`src/rtl/cmp_pkg.sv`:
```
// Shared encodings for the bit-serial comparator: FSM states and the
// 2-bit verdict code carried from the decide logic to the result flags.
package cmp_pkg;

  typedef enum logic [1:0] {
    S_IDLE    = 2'd0,
    S_COMPARE = 2'd1,
    S_DONE    = 2'd2
  } state_t;

  localparam logic [1:0] RES_EQ = 2'd0;
  localparam logic [1:0] RES_GT = 2'd1;
  localparam logic [1:0] RES_LT = 2'd2;

  // An undecided comparison after the final beat means every bit pair matched.
  function automatic logic [1:0] verdict(input logic decided, input logic gt,
                                         input logic lt);
    logic [1:0] code;
    code = RES_EQ;
    if (decided && gt) begin
      code = RES_GT;
    end else if (decided && lt) begin
      code = RES_LT;
    end
    return code;
  endfunction

endpackage

```
`src/rtl/comparator_1bit.sv`:
```
// Single-bit magnitude compare; purely combinational, one instance per
// serial lane.
module comparator_1bit (
  input  logic a_bit,
  input  logic b_bit,
  output logic A_gt_B,
  output logic A_lt_B
);

  assign A_gt_B = a_bit & ~b_bit;
  assign A_lt_B = ~a_bit & b_bit;

endmodule

```
`src/rtl/serial_comparator.sv`:
```
// MSB-first bit-serial magnitude comparator with valid/ready operand beats
// and a registered one-hot gt/lt/eq result on a valid/ready result port.
module serial_comparator
  import cmp_pkg::*;
#(
  parameter  int WIDTH = 8,
  localparam int CNT_W = $clog2(WIDTH + 1)
) (
  input  logic             clk,
  input  logic             rst_n,
  input  logic             start,
  input  logic             bit_valid,
  input  logic             a_bit,
  input  logic             b_bit,
  output logic             bit_ready,
  output logic             res_valid,
  input  logic             res_ready,
  output logic             A_gt_B,
  output logic             A_lt_B,
  output logic             A_eq_B,
  output logic             busy,
  output logic [CNT_W-1:0] bit_count
);

  state_t           state_reg, state_next;
  logic [CNT_W-1:0] bit_count_reg, bit_count_next;
  logic             decided_reg, decided_next;
  logic             gt_reg, gt_next;
  logic             lt_reg, lt_next;
  logic             a_gt_b_reg, a_gt_b_next;
  logic             a_lt_b_reg, a_lt_b_next;
  logic             a_eq_b_reg, a_eq_b_next;
  logic             beat_gt, beat_lt;
  logic [1:0]       final_code;

  comparator_1bit u_cmp (
    .a_bit  (a_bit),
    .b_bit  (b_bit),
    .A_gt_B (beat_gt),
    .A_lt_B (beat_lt)
  );

  always_comb begin
    state_next     = state_reg;
    bit_count_next = bit_count_reg;
    decided_next   = decided_reg;
    gt_next        = gt_reg;
    lt_next        = lt_reg;
    a_gt_b_next    = a_gt_b_reg;
    a_lt_b_next    = a_lt_b_reg;
    a_eq_b_next    = a_eq_b_reg;
    final_code     = RES_EQ;

    case (state_reg)
      S_IDLE: begin
        if (start) begin
          state_next     = S_COMPARE;
          bit_count_next = '0;
          decided_next   = 1'b0;
          gt_next        = 1'b0;
          lt_next        = 1'b0;
        end
      end

      S_COMPARE: begin
        if (bit_valid) begin
          bit_count_next = bit_count_reg + CNT_W'(1);
          // The first differing bit pair (MSB first) fixes the verdict.
          if (!decided_reg) begin
            if (beat_gt) begin
              decided_next = 1'b1;
              gt_next      = 1'b1;
            end else if (beat_lt) begin
              decided_next = 1'b1;
              lt_next      = 1'b1;
            end
          end
          if (bit_count_reg == CNT_W'(WIDTH - 1)) begin
            state_next  = S_DONE;
            final_code  = verdict(decided_next, gt_next, lt_next);
            a_gt_b_next = (final_code == RES_GT);
            a_lt_b_next = (final_code == RES_LT);
            a_eq_b_next = (final_code == RES_EQ);
          end
        end
      end

      S_DONE: begin
        if (res_ready) begin
          state_next  = S_IDLE;
          a_gt_b_next = 1'b0;
          a_lt_b_next = 1'b0;
          a_eq_b_next = 1'b0;
        end
      end

      default: begin
        state_next  = S_IDLE;
        a_gt_b_next = 1'b0;
        a_lt_b_next = 1'b0;
        a_eq_b_next = 1'b0;
      end
    endcase
  end

  always_ff @(posedge clk) begin
    if (!rst_n) begin
      state_reg     <= S_IDLE;
      bit_count_reg <= '0;
      decided_reg   <= 1'b0;
      gt_reg        <= 1'b0;
      lt_reg        <= 1'b0;
      a_gt_b_reg    <= 1'b0;
      a_lt_b_reg    <= 1'b0;
      a_eq_b_reg    <= 1'b0;
    end else begin
      state_reg     <= state_next;
      bit_count_reg <= bit_count_next;
      decided_reg   <= decided_next;
      gt_reg        <= gt_next;
      lt_reg        <= lt_next;
      a_gt_b_reg    <= a_gt_b_next;
      a_lt_b_reg    <= a_lt_b_next;
      a_eq_b_reg    <= a_eq_b_next;
    end
  end

  // Handshake outputs decode the state register only, so they stay glitch-free.
  assign bit_ready = (state_reg == S_COMPARE);
  assign res_valid = (state_reg == S_DONE);
  assign busy      = (state_reg != S_IDLE);
  assign bit_count = bit_count_reg;
  assign A_gt_B    = a_gt_b_reg;
  assign A_lt_B    = a_lt_b_reg;
  assign A_eq_B    = a_eq_b_reg;

endmodule
```
`config.mk`:
```
export PLATFORM = sky130hd
export DESIGN_NAME = serial_comparator
export DESIGN_NICKNAME = d
export VERILOG_FILES = /design/src/rtl/cmp_pkg.sv /design/src/rtl/comparator_1bit.sv /design/src/rtl/serial_comparator.sv
export SDC_FILE = /design/constraint.sdc
export NUM_CORES = 1
export LEC_CHECK = 0
export ABC_AREA = 1
export CAP_MARGIN = 20
export CELL_PAD_IN_SITES_DETAIL_PLACEMENT = 0
export CELL_PAD_IN_SITES_GLOBAL_PLACEMENT = 2
export CORE_ASPECT_RATIO = 0.8
export CORE_MARGIN = 3
export CORE_UTILIZATION = 26
export CTS_BUF_LIST = sky130_fd_sc_hd__clkbuf_8
export CTS_CLUSTER_DIAMETER = 120
export CTS_CLUSTER_SIZE = 10
export DETAILED_ROUTE_END_ITERATION = 12
export PLACE_DENSITY_LB_ADDON = 0.2
export SLEW_MARGIN = 20
export SYNTH_ARGS = -nofsm -noshare
export SYNTH_HDL_FRONTEND = slang
export SYNTH_SLANG_ARGS = --single-unit
export TNS_END_PERCENT = 5
```
`constraint.sdc`:
```
create_clock -name clk -period 1.4 [get_ports clk]
set_input_delay 0.35 -clock clk [delete_from_list [all_inputs] [get_ports clk]]
set_output_delay 0.35 -clock clk [all_outputs]
set_load 0.03 [all_outputs]
```
### Yosys cells after proc, flatten, opt, wreduce, memory -nomap -nowiden

Cells that the tools add are included.

| word-level totals | value |
|---|---|
| bits in registers | 12 |
| input bits | 7 |
| word-level logic and storage cells | 76 |

| cells by class | value |
|---|---|
| $add $sub $neg | 1 |
| equal/unequal tests | 9 |
| multiplexer cells | 44 |
| bitwise operators | 5 |
| reduce and logical (&&, ||, !) cells | 9 |

Operator list:

| cell | count |
|---|---|
| two-way mux 1 bit | 25 |
| two-way mux 2 bit | 9 |
| one-hot mux 1 bit (3 select lines) | 3 |
| two-way mux 4 bit | 2 |
| one-hot mux 4 bit (2 select lines) | 1 |
| AND reduction 4 bit | 2 |
| one-hot mux 1 bit (2 select lines) | 3 |
| one-hot mux 2 bit (3 select lines) | 1 |
| adder 4 x 1 -> 4 bit (second input constant) | 1 |
| == test 2 x 1 -> 1 bit (second input constant) | 2 |
| == test 2 bit (second input constant) | 2 |
| == test 4 x 3 -> 1 bit (second input constant) | 1 |
| zero test 2 bit | 2 |
| != test 2 x 1 -> 1 bit (second input constant) | 2 |
| != test 2 bit (second input constant) | 2 |
| nonzero test 2 bit | 2 |
| NOT 1 bit | 3 |
| AND reduction 3 bit | 1 |
| AND 1 bit | 2 |
| logical AND 1 bit | 2 |

### Logic depth before layout (Yosys ltp)

Gate-level depths: netlist (run 1).

| logic depth | value |
|---|---|
| word-level depth | 17 |
| gate-level depth with buffers | 8 |
| gate-level depth less buffers | 8 |

### Modules after synthesis

A second synthesis (run 1) with hierarchy kept.

| unflattened totals | value |
|---|---|
| cells, all modules | 101 |
| area, all modules | 658.1 µm² |

By module, submodules not included:

| module | times used | cells an instance | area each (µm²) | sequential area each (µm²) |
|---|---|---|---|---|
| serial_comparator | 1 | 97 | 643.1 | 240.2 |
| comparator_1bit | 1 | 4 | 15.0 | 0.0 |

### Worst setup path before layout (run 1)

No wires, ideal clock.

| timing path | value |
|---|---|
| path type | register -> register |
| from | register bit_count_reg[0] (netlist: bit_count[0]) |
| to | register a_eq_b_reg (netlist: A_eq_B) |
| data arrival time | 1.235 ns |
| data required time | 1.286 ns |
| path slack | 0.051 ns |
| cell stages (with the launch flop) | 7 |
| path buffers | 0 |
| path through | dfxtp_1 ha_1 nand3_1 nand2_2 nand3_2 a21oi_1 nor2_1 |

| between the ends | value |
|---|---|
| cells in the longest elaborated chain, start to end | 3 |

Ends and longest elaborated chain:

| what | line | text |
|---|---|---|
| start, declared | serial_comparator.sv:26 | `logic [CNT_W-1:0] bit_count_reg, bit_count_next;` |
| start signal, assigned | serial_comparator.sv:118 | `bit_count_reg <= bit_count_next;` |
| == test 4 x 3 -> 1 bit | serial_comparator.sv:78 | `if (bit_count_reg == CNT_W'(WIDTH - 1)) begin` |
| != test 2 x 1 -> 1 bit (no line) | - |  |
| AND reduction 4 bit (no line) | - |  |
| end signal, assigned | serial_comparator.sv:124 | `a_eq_b_reg <= a_eq_b_next;` |
| end, declared | serial_comparator.sv:32 | `logic a_eq_b_reg, a_eq_b_next;` |

Every way passes these cells.
A chain may end at the register's enable or synchronous reset.

### Worst setup path in the final report (run 1)

| timing path | value |
|---|---|
| from | register state_reg[1] |
| to | output port busy |

| between the ends | value |
|---|---|
| cells in the longest elaborated chain, start to end | 1 |

Ends and longest elaborated chain:

| what | line | text |
|---|---|---|
| start, declared | serial_comparator.sv:25 | `state_t state_reg, state_next;` |
| start signal, assigned | serial_comparator.sv:117 | `state_reg <= state_next;` |
| nonzero test 2 bit | serial_comparator.sv:131 | `assign busy = (state_reg != S_IDLE);` |
| end, declared | serial_comparator.sv:21 | `output logic busy,` |

Every way passes these cells.

==> impl_metrics.csv, run 1 <==
group,metric,value,unit
global_route,antenna_found_initial,0,
layout,drive_gt1_frac,0.308,
layout,multi_input_area,403,um2
global_route,grt_pass1_wl,2.91,mm
timing,tightest_slew,311,ps
global_route,track_usage,0.115,
clocking,cts_buffers,3,
worst_setup_path,crit_required,1050,ps
timing,report.final.setup_viol,0,
global_route,gr-total-overflow,0,
timing,fmax,732,MHz
worst_setup_path,arrival,1020,ps
layout,fillers,252,
timing,hold_violations,0,
routing,drt_iter0_markers,13,
hold_path,min_path_type,"reg2reg",
yosys,yosysUniqueCellTypes,18,
timing,fin_worst_skew,2.62,ps
clocking,h-tree-depth,1,
timing,setup_tns,0,ps
power,peakVddDrop,0.742,mV
yosys,synth_cells,102,
yosys,synth.cell_area,669,um2
worst_setup_path,cp_max_fo,4,
layout,diodes,0,
status,status,"finished, final reports clean",
global_route,grt_pass1_vias,683,
clocking,cts_sinks,12,
routing,num_vias,687,
clocking,ctsHoldBuffers,0,
routing,routed_wl,1.67,mm
timing,slew-limit-headroom,0.794,
clocking,cts_root_buffer,"clkbuf_8",
clocking,clk_path_buf_depth,2,
layout,seqCellArea,241,um2
power,leakage,0.538,nW
yosys,synth_warnings,0,
routing,viasPerCell,4.11,
routing,ant_nets,0,
yosys,yosysSeqAreaShare,0.359,
timing,period_minus_slack,1370,ps
layout,layout.nets,144,
layout,final_util,0.459,
die,num_rows,15,
worst_setup_path,cp-end-kind,"output pin",
die,die-height,51.4,um
routing,drtPass1Iterations,4,
die,coreArea,2290,um2
timing,post-route-period-util,0.975,
layout,largest_reg_flops,4,
yosys,syn-num-nets,112,
clocking,insertion_delay,250,ps
timing,drv_slew,0,
placed_design,place_congestion,0.727,
die,ios,17,
power,p_per_area,1550,nW/um2
worst_setup_path,start_kind,"flip-flop",
yosys,synth-seq-cells,12,
global_route,grt_max_degree,8,
timing,rsz0062_at_grt,"true",
die,initial_core_util,0.292,
worst_setup_path,criticalPathCategory,"reg2out",
yosys,avgSynthCellArea,6.56,um2
routing,drc,0,
layout,area_growth,57.0,%
routing,drt-wirelength-per-cell,10.0,um
placed_design,hpwl,1.30,mm
die,die_x,62.7,um
clocking,cts_tree,"done",
clocking,clk_pin_slew,60,ps
job,max_cap_viol_count,0,
placed_design,io_buffer_count,16,
die,die-area,3220,um2
-- final timing paths --
check / start / end / slack (ps) / cells after the start
worst min register to register: lt_reg / lt_reg / 460 / 2
worst min-delay path: lt_reg / lt_reg / 460 / 2
worst max register to register: bit_count[0] / A_eq_B / 200 / 6
worst max-delay path: state_reg[1] / busy / 30 / 3
-- cell type report --
type / count / share of cell area
Multi-Input combinational cell: 69 / 0.383
Sequential cell: 12 / 0.230
Timing Repair Buffer: 28 / 0.223
Inverter: 20 / 0.0714
Clock buffer: 4 / 0.0524
Tap cell: 34 / 0.0405
-- power by group --
part	switching [W]	leakage (nW)	total, W	internal (W)
logic	0.000473	0.411	0.000777	0.000303
registers	0.0000488	0.0982	0.000455	0.000406
clock network	0.000145	0.0288	0.000394	0.000249
total	0.000667	0.538	0.00163	0.000958
-- cell usage after synthesis --
library cell	number	area, um2
nand2_1	26	97.6
inv_1	17	63.8
dfxtp_1	12	240
a21oi_1	11	55.1
nor2_1	10	37.5
nand2_2	5	31.3
nand3_1	5	25.0
ha_1	3	37.5
inv_2	3	11.3
o21ai_1	2	10.0
a21boi_1	1	7.51
and3_1	1	6.26
clkbuf_1	1	3.75
nand3_2	1	10.0
nor2_4	1	11.3
nor3_1	1	5.00
o21bai_1	1	7.51
o32ai_1	1	8.76
-- routing by layer --
| layer | GRT usage | share of wire |
|---|---|---|
| met1 | 0.143 | 0.53 |
| met2 | 0.182 | 0.40 |
| met3 | 0.0484 | 0.062 |
| met4 | 0.0366 | 0.0066 |
| met5 | 0 | 0 |
-- timing repair --
action	4_1_cts	5_1_grt
setup endpoints to repair	8	9
buffers inserted	0	2
gates resized for setup	5	11
pin swaps	0	4
-- cell families after synthesis --
logic type | synth area share
AND/OR/NAND/NOR | 0.335
flip-flops | 0.359
adder cells (fa/ha/maj) | 0.0561
buffers and inverters | 0.118
AO/OA/AOI/OAI | 0.133
-- stage by stage --
stage	area, um2	hold slack [ps]	power, W	std cells	setup WS (ps)
2_1_floorplan	669	445	0.000933	102	51.4
3_3_place_gp	926	449	0.00119	161	-326
3_5_place_dp	926	456	0.00118	161	-358
4_1_cts	983	464	0.00157	165	-74.5
5_1_grt	1050	498	0.00175	167	-28.1
6_report	1050	463	0.00163	167	34.5
-- critical path, stage by stage, from the launching register on --
cell and delay (ps):
dfxtp_2 350, nor2_1 200, inv_1 60, buf_4 170
-- placed cells by master (no fill, tap or decap) --
cell	synthesis	routed
nand3_1	5	5
and3_1	1	1
buf_4	0	19
a21boi_2	0	1
nor2_4	1	2
nor2_1	10	9
ha_1	3	1
o21bai_1	1	1
ha_2	0	1
inv_1	17	17
clkdlybuf4s50_1	0	4
nand3_4	0	1
a21oi_1	11	8
ha_4	0	1
dfxtp_2	0	1
dlymetal6s2s_1	0	2
nor3_1	1	1
dlygate4sd2_1	0	3
a21oi_2	0	2
o32ai_1	1	1
o21ai_1	2	2
clkbuf_8	0	4
nand2_1	26	26
nand2_2	5	5
a21oi_4	0	1
inv_2	3	3
dfxtp_1	12	11
No activity file was read; power rests on OpenSTA's default activity.
==> run 2, diff against run 1 <==
- CTS_CLUSTER_DIAMETER: 120 -> unset
- MAX_ROUTING_LAYER: unset -> met4
==> impl_metrics.csv, run 2 (synthesis results as in run 1) <==
group,metric,value,unit
clocking,ctsHoldBuffers,0,
layout,largest_reg_flops,4,
clocking,insertion_delay,250,ps
global_route,track_usage,0.119,
worst_setup_path,arrival,1020,ps
routing,drtPass1Iterations,4,
timing,hold_violations,0,
timing,post-route-period-util,0.975,
layout,layout.nets,144,
clocking,h-tree-depth,1,
global_route,gr-total-overflow,0,
clocking,clk_path_buf_depth,2,
worst_setup_path,critPathCapture,"busy",
worst_setup_path,crit_slowest_cell,"dfxtp_2",
layout,final_cells,167,
timing,period_minus_slack,1370,ps
die,die-height,51.4,um
timing,fin_worst_skew,2.76,ps
hold_path,min_path_type,"reg2reg",
die,die-area,3220,um2
die,num_rows,15,
timing,report.final.setup_viol,0,
worst_setup_path,start_kind,"flip-flop",
routing,drt_iter0_markers,13,
die,coreArea,2290,um2
clocking,cts_buffers,3,
clocking,cts_sinks,12,
worst_setup_path,cp_max_fo,4,
job,max_cap_viol_count,0,
routing,viasPerCell,4.11,
timing,drv_slew,0,
worst_setup_path,cp-end-kind,"output pin",
layout,mostFrequentLayoutCell,"nand2_1",
worst_setup_path,rr_worst_depth,6,
die,die_x,62.7,um
worst_setup_path,crit_path_start,"state_reg[1]",
worst_setup_path,slowest_delay,350,ps
timing,fmax,732,MHz
worst_setup_path,r2r-end,"A_eq_B",
layout,final_util,0.459,
placed_design,place_area,926,um2
global_route,antenna_found_initial,0,
clocking,cts_tree,"done",
global_route,grt_max_degree,8,
global_route,grt_pass1_vias,682,
clocking,clk_pin_slew,60,ps
power,leakage,0.538,nW
routing,drt-wirelength-per-cell,9.99,um
timing,slew-limit-headroom,0.794,
worst_setup_path,criticalPathCategory,"reg2out",
timing,hold_ws,463,ps
routing,ant_nets,0,
timing,tightest_slew,311,ps
worst_setup_path,r2r_setup_slack,200,ps
placed_design,io_buffer_count,16,
global_route,grt_pass1_wl,2.92,mm
status,status,"finished, final reports clean",
routing,drc,0,
die,ios,17,
layout,diodes,0,
placed_design,hpwl,1.30,mm
routing,num_vias,687,
worst_setup_path,crit_chain,"nor2_1, inv_1, buf_4",
power,p_per_area,1550,nW/um2
layout,final_cell_mix,"26 x nand2_1, 19 x buf_4, 17 x inv_1, 11 x dfxtp_1, 9 x nor2_1",
worst_setup_path,reg2reg_from,"bit_count[0]",
clocking,cts_root_buffer,"clkbuf_8",
worst_setup_path,crit_required,1050,ps
layout,fillers,252,
placed_design,place_congestion,0.736,
timing,rsz0062_at_grt,"true",
layout,fin_area,1050,um2
power,peakVddDrop,0.742,mV
hold_path,whs_path_depth,2,
layout,area_growth,57.0,%
layout,drive_gt1_frac,0.308,
placed_design,dpl.cell_count,161,
die,initial_core_util,0.292,
routing,routed_wl,1.67,mm
## run 2: metal layers
metal | GRT usage | vias to the layer above | wire (um) | part of all wire
met5 | - | - | 0 | 0
met4 | 0.0366 | 0 | 8 | 0.0048
met3 | 0.0484 | 2 | 97 | 0.058
met2 | 0.182 | 16 | 673 | 0.40
met1 | 0.143 | 292 | 889 | 0.53
li1 | - | 377 | - | -
## run 2: worst max-delay path, delay by kind of cell, from the launching register on
kind | cells | cell delay (ps)
DFF | 1 | 350
buffers and inverters | 2 | 230
and+or+nand+nor | 1 | 200
## run 2: power by group
part / total, W / switching, W / internal, W
clock network: 0.000395 / 0.000145 / 0.000249
logic: 0.000777 / 0.000473 / 0.000303
registers: 0.000455 / 0.0000488 / 0.000406
total: 0.00163 / 0.000668 / 0.000958
## run 2: area by class of cell
cell class | instances | area, um2 | area share
repair buffers | 28 | 234 | 0.223
multi-input cells | 69 | 403 | 0.383
clock buffers | 4 | 55.1 | 0.0524
well taps | 34 | 42.5 | 0.0405
flip-flops and latches | 12 | 241 | 0.230
inverters | 20 | 75.1 | 0.0714
## run 2: worst min-delay path by stage
stage                       from      to
final                     lt_reg  lt_reg
after detailed placement  lt_reg  lt_reg
after floorplan           gt_reg  gt_reg
after global routing      lt_reg  lt_reg
after CTS                 gt_reg  gt_reg
after global placement    lt_reg  lt_reg
## run 2: timing repair
item / in CTS / in global routing
pin swaps: 0 / 4
hold endpoints to repair: 0 / 0
resized for setup: 5 / 11
endpoints found under the setup margin: 8 / 9
buffers inserted: 0 / 2
## run 2: per-stage QoR
stage	setup WS [ps]	power, W	setup TNS [ps]
after CTS	-74.5	0.00157	-215
after global placement	-326	0.00119	-1650
final	34.3	0.00163	0
after floorplan	51.4	0.000933	0
after detailed placement	-358	0.00118	-1840
after global routing	-28.1	0.00175	-28.1
==> run 3, diff against run 2 <==
- HOLD_SLACK_MARGIN: unset -> 0.15
- MAX_ROUTING_LAYER: met4 -> unset
- SKIP_LAST_GASP: unset -> 1
==> impl_metrics.csv, run 3 (synthesis results as in run 1) <==
group,metric,value,unit
layout,area_growth,47.1,%
global_route,grt_pass1_wl,2.86,mm
placed_design,place_ws,-358,ps
placed_design,io_buffer_count,16,
timing,post-route-period-util,1.13,
worst_setup_path,cp-end-kind,"output pin",
status,violations,"setup timing",
routing,num_vias,675,
timing,fin_worst_skew,1.06,ps
hold_path,min_path_type,"reg2reg",
timing,timing.final.ws_setup,-179,ps
routing,ant_nets,0,
worst_setup_path,criticalPathCategory,"reg2out",
worst_setup_path,worstSetupPathDepth,1,
worst_setup_path,crit_path_start,"A_lt_B",
placed_design,hpwl,1.30,mm
global_route,antenna_found_initial,0,
layout,final_cell_mix,"26 x nand2_1, 17 x inv_1, 17 x buf_4, 12 x dfxtp_1, 11 x a21oi_1",
clocking,cts_tree,"done",
clocking,ctsResizeCount,1,
clocking,clk_pin_slew,60,ps
timing,tightest_slew,330,ps
status,status,"complete, but fails checks",
clocking,cts_root_buffer,"clkbuf_8",
worst_setup_path,crit_required,1050,ps
timing,rsz0062_at_grt,"true",
clocking,insertion_delay,240,ps
layout,seqCellArea,240,um2
worst_setup_path,start_kind,"flip-flop",
power,power,0.00155,W
routing,viasPerCell,4.09,
worst_setup_path,arrival,1230,ps
worst_setup_path,cp_max_fo,2,
global_route,grt_max_degree,8,
layout,final_util,0.430,
layout,largest_reg_flops,4,
routing,drt-wirelength-per-cell,9.61,um
layout,diodes,0,
timing,slew-limit-headroom,0.780,
worst_setup_path,reg2reg_from,"bit_count[0]",
clocking,h-tree-depth,1,
routing,drtPass1Iterations,4,
hold_path,holdCritStartpoint,"lt_reg",
clocking,cts_sinks,12,
die,die_x,62.7,um
power,peakVddDrop,0.718,mV
layout,fin_area,985,um2
timing,hold_violations,0,
clocking,postCtsSetupBuffers,0,
die,ios,17,
global_route,gr-total-overflow,0,
clocking,ctsHoldBuffers,0,
worst_setup_path,cpLargestDelayFamily,"buffers and inverters",
worst_setup_path,slowest_delay,660,ps
routing,routed_wl,1.59,mm
routing,drt_iter0_markers,8,
die,num_rows,15,
die,die-area,3220,um2
worst_setup_path,r2r_setup_slack,160,ps
worst_setup_path,crit_chain,"clkdlybuf4s50_1",
layout,fillers,266,
layout,multi_input_area,353,um2
global_route,track_usage,0.114,
timing,report.final.setup_viol,5,
placed_design,place_congestion,0.727,
timing,drv_slew,0,
timing,period_minus_slack,1580,ps
die,die-height,51.4,um
global_route,grt_pass1_vias,674,
clocking,clk_path_buf_depth,2,
worst_setup_path,rr_worst_depth,6,
layout,mostFrequentLayoutCell,"nand2_1",
timing,fmax,633,MHz
worst_setup_path,crit_slowest_cell,"clkdlybuf4s50_1",
power,p_per_area,1580,nW/um2
job,max_cap_viol_count,0,
layout,drive_gt1_frac,0.244,
die,initial_core_util,0.292,
clocking,cts_buffers,3,
layout,layout.nets,142,
worst_setup_path,path_buf_inv,1,
power,leakage,0.517,nW
placed_design,place_area,926,um2
worst_setup_path,critPathCapture,"A_lt_B",
die,coreArea,2290,um2
routing,drc,0,
worst_setup_path,r2r-end,"A_eq_B",
-- run 3: cell types whose count changed in the layout (fill, tap and decap cells not counted), moves of 2 or more --
cell,before,now
dlygate4sd2_1,3,1
clkdlybuf4s50_1,4,7
buf_4,19,17
a21oi_1,8,11
ha_1,1,3
a21oi_2,2,0
-- run 3: per-layer routing --
layer | vias up | GRT usage | part of all wire
met2 | 16 | 0.179 | 0.40
li1 | 375 | - | -
met3 | 2 | 0.0484 | 0.064
met1 | 282 | 0.142 | 0.53
met4 | 0 | 0.0366 | 0.0069
met5 | - | 0 | 0
-- run 3: through the flow --
step,hold WS (ps),std cells,TNS [ps]
after global placement,449,161,-1650
after detailed placement,456,161,-1840
after floorplan,445,102,0
final,463,165,-363
after global routing,498,165,-1090
after CTS,464,165,-716
-- run 3: area by class of cell --
| cell class | instances | share of cell area |
|---|---|---|
| sequential | 12 | 0.244 |
| multi-input combinational | 69 | 0.358 |
| timing repair buffer | 26 | 0.222 |
| inverter | 20 | 0.0762 |
| tap | 34 | 0.0432 |
| clock buffer | 4 | 0.0559 |
-- run 3: tightest hold or removal path: cells and delay by family (launching register included) --
family	cells	cell delay [ps]
AND/OR/NAND/NOR	1	60
AO/OA/AOI/OAI	1	50
flip-flops	1	310
-- run 3: how the worst min path moves through the flow --
stage	endpoint	cells after the start	slack [ps]
after floorplan	gt_reg	2	440
after global placement	lt_reg	2	450
after detailed placement	lt_reg	2	460
after CTS	gt_reg	2	460
after global routing	lt_reg	2	500
final	lt_reg	2	460
-- run 3: power by group --
part / total (W) / leakage, nW / internal (W) / switching, W
clock: 0.000391 / 0.0288 / 0.000249 / 0.000142
sequential: 0.000450 / 0.0979 / 0.000403 / 0.0000466
combinational: 0.000711 / 0.390 / 0.000273 / 0.000438
